File: src/rtl/tri_count_monitor.sv
// tri_count_monitor: receive-side checker for an up/down triangle counter.
// Acquires lock on the sample sequence, recovers the count direction, flags
// peaks/troughs, counts completed triangles and counts sequence errors.
//
// Ports:
//   clock        in   rising-edge clock
//   clear        in   synchronous active-high reset, highest priority
//   sample_valid in   sample is presented this cycle
//   sample       in   counter value (WIDTH)
//   locked       out  sequence acquired
//   dir          out  0 = up, 1 = down (0 when not locked)
//   peak         out  pulse: matched sample == MAX
//   trough       out  pulse: matched sample == 0
//   err          out  pulse: mismatch while locked
//   lost         out  pulse: lock dropped after ERR_LIMIT consecutive misses
//   err_count    out  saturating mismatch count (8 bits)
//   cycles       out  completed triangles, wrapping (CYC_W bits)
module tri_count_monitor #(
  parameter int unsigned WIDTH     = 4,
  parameter int unsigned ERR_LIMIT = 3,
  parameter int unsigned CYC_W     = 16
) (
  input  logic             clock,
  input  logic             clear,
  input  logic             sample_valid,
  input  logic [WIDTH-1:0] sample,
  output logic             locked,
  output logic             dir,
  output logic             peak,
  output logic             trough,
  output logic             err,
  output logic             lost,
  output logic [7:0]       err_count,
  output logic [CYC_W-1:0] cycles
);

  localparam int unsigned MISS_W = $clog2(ERR_LIMIT + 1);
  localparam int unsigned EXT_W  = WIDTH + 1;
  localparam logic [WIDTH-1:0] MAX_V  = '1;
  localparam logic [WIDTH-1:0] ZERO_V = '0;

  typedef enum logic [1:0] {
    S_EMPTY  = 2'd0,
    S_ONE    = 2'd1,
    S_LOCKED = 2'd2
  } state_e;

  state_e              state_q, state_d;
  logic [WIDTH-1:0]    last_q, last_d;
  logic [MISS_W-1:0]   miss_q, miss_d;
  logic                locked_q, locked_d;
  logic                dir_q, dir_d;
  logic                peak_q, peak_d;
  logic                trough_q, trough_d;
  logic                err_q, err_d;
  logic                lost_q, lost_d;
  logic [7:0]          err_count_q, err_count_d;
  logic [CYC_W-1:0]    cycles_q, cycles_d;

  // Neighbour tests done one bit wider so MAX+1 / 0-1 never alias a real value.
  logic [EXT_W-1:0]    last_ext, sample_ext;
  logic                step_up, step_dn;
  logic [WIDTH-1:0]    expect_v;
  logic [MISS_W-1:0]   miss_inc;

  assign last_ext   = {1'b0, last_q};
  assign sample_ext = {1'b0, sample};
  assign step_up    = (sample_ext == last_ext + EXT_W'(1));
  assign step_dn    = (sample_ext + EXT_W'(1) == last_ext);
  assign miss_inc   = miss_q + MISS_W'(1);

  // Predicted next value of the triangle while locked.
  always_comb begin
    expect_v = ZERO_V;
    if (last_q == MAX_V)       expect_v = MAX_V - WIDTH'(1);
    else if (last_q == ZERO_V) expect_v = WIDTH'(1);
    else if (dir_q)            expect_v = last_q - WIDTH'(1);
    else                       expect_v = last_q + WIDTH'(1);
  end

  // State register and registered outputs.
  always_ff @(posedge clock) begin
    state_q     <= state_d;
    last_q      <= last_d;
    miss_q      <= miss_d;
    locked_q    <= locked_d;
    dir_q       <= dir_d;
    peak_q      <= peak_d;
    trough_q    <= trough_d;
    err_q       <= err_d;
    lost_q      <= lost_d;
    err_count_q <= err_count_d;
    cycles_q    <= cycles_d;
  end

  // Next-state and output logic; clear folded in so it overrides everything.
  always_comb begin
    state_d     = state_q;
    last_d      = last_q;
    miss_d      = miss_q;
    dir_d       = dir_q;
    peak_d      = 1'b0;
    trough_d    = 1'b0;
    err_d       = 1'b0;
    lost_d      = 1'b0;
    err_count_d = err_count_q;
    cycles_d    = cycles_q;

    if (clear) begin
      state_d     = S_EMPTY;
      last_d      = ZERO_V;
      miss_d      = '0;
      dir_d       = 1'b0;
      err_count_d = '0;
      cycles_d    = '0;
    end else if (sample_valid) begin
      unique case (state_q)
        S_EMPTY: begin
          last_d = sample;
          if (sample == ZERO_V) begin
            state_d = S_LOCKED;
            dir_d   = 1'b0;
          end else if (sample == MAX_V) begin
            state_d = S_LOCKED;
            dir_d   = 1'b1;
          end else begin
            state_d = S_ONE;
          end
        end
        S_ONE: begin
          last_d = sample;
          if (step_up || step_dn) begin
            state_d = S_LOCKED;
            // Endpoints fix the direction regardless of the approach.
            if (sample == MAX_V)       dir_d = 1'b1;
            else if (sample == ZERO_V) dir_d = 1'b0;
            else                       dir_d = step_dn;
          end
        end
        S_LOCKED: begin
          // Prediction free-runs on the expected value whether or not it matched.
          last_d = expect_v;
          if (expect_v == MAX_V)       dir_d = 1'b1;
          else if (expect_v == ZERO_V) dir_d = 1'b0;
          if (sample == expect_v) begin
            miss_d = '0;
            if (sample == MAX_V) peak_d = 1'b1;
            if (sample == ZERO_V) begin
              trough_d = 1'b1;
              cycles_d = cycles_q + CYC_W'(1);
            end
          end else begin
            err_d = 1'b1;
            if (err_count_q != 8'hFF) err_count_d = err_count_q + 8'd1;
            if (miss_inc == MISS_W'(ERR_LIMIT)) begin
              lost_d  = 1'b1;
              miss_d  = '0;
              state_d = S_EMPTY;
              dir_d   = 1'b0;
            end else begin
              miss_d = miss_inc;
            end
          end
        end
        default: begin
          state_d = S_EMPTY;
          dir_d   = 1'b0;
        end
      endcase
    end

    locked_d = (state_d == S_LOCKED);
  end

  assign locked    = locked_q;
  assign dir       = dir_q;
  assign peak      = peak_q;
  assign trough    = trough_q;
  assign err       = err_q;
  assign lost      = lost_q;
  assign err_count = err_count_q;
  assign cycles    = cycles_q;

endmodule

File: config.mk
export PLATFORM = sky130hd
export DESIGN_NAME = tri_count_monitor
export DESIGN_NICKNAME = d
export VERILOG_FILES = /design/src/rtl/tri_count_monitor.sv
export SDC_FILE = /design/constraint.sdc
export NUM_CORES = 1
export LEC_CHECK = 0
export BUFFER_PORTS_ARGS = -buffer_cell sky130_fd_sc_hd__buf_4
export CAP_MARGIN = 20
export CORE_UTILIZATION = 45
export CTS_BUF_LIST = sky130_fd_sc_hd__clkbuf_16
export DETAILED_ROUTE_END_ITERATION = 8
export MAX_ROUTING_LAYER = met4
export PLACE_DENSITY = 0.67
export SETUP_SLACK_MARGIN = 0.2
export SYNTH_ARGS = -nofsm -noshare
export SYNTH_HDL_FRONTEND = slang
export SYNTH_SLANG_ARGS = --single-unit
File: constraint.sdc
create_clock -name clock -period 6.23 [get_ports clock]
set_input_delay 0.3115 -clock clock [delete_from_list [all_inputs] [get_ports clock]]
set_output_delay 0.3115 -clock clock [all_outputs]
set_load 0.1 [all_outputs]
# After elaboration in Yosys (flattened, before gate mapping)
# Cells that the tools add are included.
# Widths: inputs -> output; s select.
# totals
elab_cells	77
regBits	38
output_inout_bits	30
# classes
bitwise_logic	3
mux	28
n_reduce_logical	15
eq_ne	13
addsub	7
# op_table
op	n
$mux 2	9
$add 16x1->16 const B	1
$mux 1	13
$eq 4x4->1 const B	3
$logic_not 4->1	3
$mux 4	3
$add 4x1->5 const B	2
$add 8x1->8 const B	1
$ne 8x8->1 const B	1
$pmux 4 s2	1
$reduce_and 4->1	2
$reduce_or 4->1	2
$eq 2x2->1 const B	3
$pmux 2 s3	1
$eq 4x5->1	1
$eq 5x4->1	1
$add 4x1->4 const B	1
$eq 4x4->1	1
$reduce_and 2->1	2
$sub 4x1->4 const B	1
$ne 3x3->1 const B	1
$not 1->1	3
$pmux 1 s3	1
$reduce_and 3->1	1
8 further kinds	8

# Longest topological paths before layout
# logic_depth
word_depth	10
mapped_depth	13

# Least setup slack after synthesis
# No wires, ideal clock.
# synth_timing
path_type	register to register
startpoint	register dir_q, in the netlist dir
endpoint	register cycles_q[10], in the netlist cycles[10]
arrival_ns	3.460
t_required_ns	6.107
synth_period_minus_slack_ns	3.583
path_stages_with_launch	11
setup_slack_ns	2.647
setup_ns	0.123
path_cell_list	dfxtp_1 fa_1 a21o_1 a22oi_2 o22a_1 nand4_2 or3_1 buf_2 buf_2 nor3_1 mux2_1
# synth_between
elab_chain_len	5
# synth_rtl
item	line_no	source
start: declaration	52	logic dir_q, dir_d;
start signal: assignment	87	dir_q <= dir_d;
$mux 4	77	else if (dir_q) expect_v = last_q - WIDTH'(1);
$mux 4	76	else if (last_q == ZERO_V) expect_v = WIDTH'(1);
$mux 4	75	if (last_q == MAX_V) expect_v = MAX_V - WIDTH'(1);
$eq 4x4->1	145	if (sample == expect_v) begin
$reduce_and 4->1 (no line)	--	
end signal: assignment	93	cycles_q <= cycles_d;
end: declaration	58	logic [CYC_W-1:0] cycles_q, cycles_d;
# No other way between the ends.
# A chain may end at the register's enable or synchronous reset.

# Worst setup path in the final report
# layout_timing
startpoint	register last_q[0]
endpoint	register cycles_q[5], in the netlist cycles[5]
# layout_between
elab_chain_len	6
word_cells_on_any_way	9
# layout_rtl
item	line_no	source
start: declaration	49	logic [WIDTH-1:0] last_q, last_d;
start signal: assignment	84	last_q <= last_d;
$add 4x1->4 or $sub 4x1->4 (tied branches)	78, 77	
$mux 4	77	
$mux 4	76	
$mux 4 (*)	75	
$eq 4x4->1 (*)	145	
$reduce_and 4->1 (no line) (*)	--	
# Every way passes the cells marked *; elsewhere a longest branch is shown, timed or not.

==> results.json <==
{
  "status": "finished, final reports clean",
  "clkPwrFrac_pct": 36.6,
  "drive_gt1_share_pct": 15.0,
  "slew_headroom_pct": 38.3,
  "p_int_mw": 0.445,
  "drv_cap": 0,
  "via_per_inst": 5.67,
  "finalSetupViolations": 0,
  "holdPathEnd": "last_q[3]",
  "port_buffers": 36,
  "dp.cells": 389,
  "cts_resized": 0,
  "cp.arrival_ns": 3.61,
  "dieArea_um2": 5650,
  "clkLatencyLatePin_ns": 0.27,
  "ff2ff_path_depth": 8,
  "numClockSinks": 38,
  "synth_area_um2": 2410,
  "path_cells": "fa_1 -> a21o_1 -> a22oi_2 -> o22a_1 -> nand4_2 -> or3_1 -> nor4_1 -> mux2_1",
  "cp-start-kind": "flop",
  "first_global_vias": 1883,
  "yosys-top-cells-count": "dfxtp_1, nor2_1, a21oi_1, nand2_1, nand3_1",
  "core-area_um2": 5140,
  "avgSynthCellArea_um2": 7.94,
  "wl_mm": 5.39,
  "area_delta_synth_final_pct": 16.3,
  "gp_congestion": 0.894,
  "clockBufferDepth": 2,
  "critPathMaxFanout": 27,
  "wl_per_cell_um": 13.6,
  "finalMaxSlewViolations": 0,
  "worst-slew-pin-transition_ns": 0.917,
  "yosys_warnings": 0,
  "numCtsBuffers": 5,
  "vias": 2244,
  "cts_tree": "yes",
  "antenna_found_initial": 0,
  "power_density_nw_per_um2": 228,
  "place.detailed.hpwl_mm": 3.83,
  "synth_edf_count": 0,
  "rsz0062_at_grt": "no",
  "start_util_pct": 46.8,
  "cp_top_family": "simple AND/OR/NAND/NOR gates",
  "synth_most_common_cell": "dfxtp_1",
  "p_sw_mw": 0.193,
  "critPathRequiredTime_ns": 6.39,
  "grt_usage_pct": 20.1,
  "grt_pass1_wl_mm": 8.63,
  "layout.cells.non_filler": 396,
  "synth_top_cell_area_share_pct": 31.6,
  "hold_viol": 0,
  "p_comb_share_pct": 21.8,
  "drc": 0,
  "fin_crit_sh_pct": 55.3,
  "antenna_left": 0,
  "slowest_stage": "or3_1",
  "crit_type": "reg -> reg",
  "antenna_cells": 0,
  "max_stage_delay_ns": 0.72,
  "p_seq_share_pct": 41.6,
  "ios": 37,
  "p_leak_nw": 1.02,
  "tns_ns": 0,
  "chipWidth_um": 75.1,
  "final_nets": 342,
  "fmax_mhz": 290,
  "r2r_start": "last_q[0]",
  "min_period_ns": 3.45,
  "ys_seq_elements": 38,
  "switching_share_pct": 30.2,
  "htreeDepth": 2,
  "min-delay-start": "sample_valid",
  "dr.pass1.iters": 4,
  "vdd_drop_max_uv": 116,
  "cts_setup_buffers": 0,
  "synth-async-reset-ratio_pct": 0,
  "clock_skew_ns": 0.00473,
  "reg2reg_slack_ns": 2.78,
  "grt-ovfl-total": 0,
  "row_count": 26,
  "holdBufCountCts": 0,
  "postSynthCellCount": 303,
  "grt_max_degree": 46,
  "r2r-end": "cycles[5]",
  "ys_top_cells_by_area": "dfxtp_1, a21oi_1, nor2_1",
  "synthFlopType": "dfxtp_1",
  "drtIter0Drc": 157,
  "endpoint_kind": "flop",
  "crit_buf_inv": 0,
  "seq_area_frac_synth_pct": 31.6,
  "synth_area_leader_cell": "dfxtp_1",
  "syn-num-nets": 319,
  "cts-root-buf": "clkbuf_16",
  "path_clk_slew_ns": 0.06,
  "die_y_um": 75.1,
  "holdCritPathClass": "in -> reg",
  "synth_cell_type_count": 56,
  "hold_depth": 2
}
worst register-to-register path, stage by stage, from the launching register on:
cell and delay, ns:
dfxtp_1 0.56, fa_1 0.54, a21o_1 0.19, a22oi_2 0.25
o22a_1 0.18, nand4_2 0.13, or3_1 0.72, nor4_1 0.41
mux2_1 0.35
cells by family after synthesis:
kind of cell / share of synthesized area (%)
AO/OA/AOI/OAI: 21.2
XOR/XNOR: 4.73
adder cells (fa/ha/maj): 4.99
buffers and inverters: 5.77
flip-flops: 31.6
multiplexers: 1.82
AND/OR/NAND/NOR: 29.9
power by group through the flow:
stage          sequential [mW]  clock, mW  combinational (mW)
3_3_place_gp             0.271          0               0.137
2_1_floorplan            0.276          0               0.109
5_1_grt                  0.267      0.252               0.153
3_5_place_dp             0.271          0               0.138
4_1_cts                  0.265      0.241               0.139
6_report                 0.266      0.233               0.139
through the flow:
step                      total power, mW  hold slack (ns)  util (%)  cell area, µm²  setup WS (ns)
after CTS                           0.645            0.313      54.5            2800           2.80
final                               0.638            0.323      54.5            2800           2.78
after detailed placement            0.409            0.475      51.8            2660           2.79
after floorplan                     0.385            0.460         -            2410           2.65
after global routing                0.672            0.315      54.5            2800           2.43
after global placement              0.408            0.469      51.8            2660           2.81
sequential cells by signal (all words and copies together) (netlist names):
signal	count
lost	1
trough	1
last_q	4
dir	1
miss_q	2
cycles	16
err	1
locked	1
err_count	8
peak	1
state_q	2
cells in the final DEF (no fill, tap or decap), types with 9 or more instances in the layout:
| cell type | netlist | final |
|---|---|---|
| dfxtp_1 | 38 | 38 |
| o31ai_1 | 10 | 10 |
| a21oi_1 | 25 | 25 |
| xnor2_1 | 9 | 9 |
| nor2_1 | 28 | 28 |
| nand3_1 | 17 | 17 |
| nand2_1 | 22 | 22 |
| inv_1 | 9 | 10 |
| buf_4 | 2 | 36 |
metal layers:
layer / track usage [%] / vias to the layer above / wire, µm
met5: - / - / 0
met4: 5.35 / 0 / 40
met3: 3.88 / 4 / 232
met2: 30.0 / 51 / 2470
met1: 27.9 / 1024 / 2660
li1: - / 1165 / -
worst max path at each step:
stage	slack (ns)	to	cells after the start	from
after floorplan	2.65	cycles[10]	10	dir
after global placement	2.81	cycles[5]	8	last_q[0]
after detailed placement	2.79	cycles[5]	8	last_q[2]
after CTS	2.80	cycles[5]	8	last_q[2]
after global routing	2.43	miss_q[1]	8	last_q[2]
final	2.78	cycles[5]	8	last_q[0]
cell type report:
| cell class | instances | area (µm²) |
|---|---|---|
| clock buffer | 5 | 125 |
| clock inverter | 2 | 11.3 |
| fill | 515 | 2340 |
| inverter | 10 | 37.5 |
| multi-input combinational | 235 | 1510 |
| sequential | 38 | 761 |
| tap | 70 | 87.6 |
| timing repair buffer | 36 | 270 |
Power figures use the tool's default switching activity.
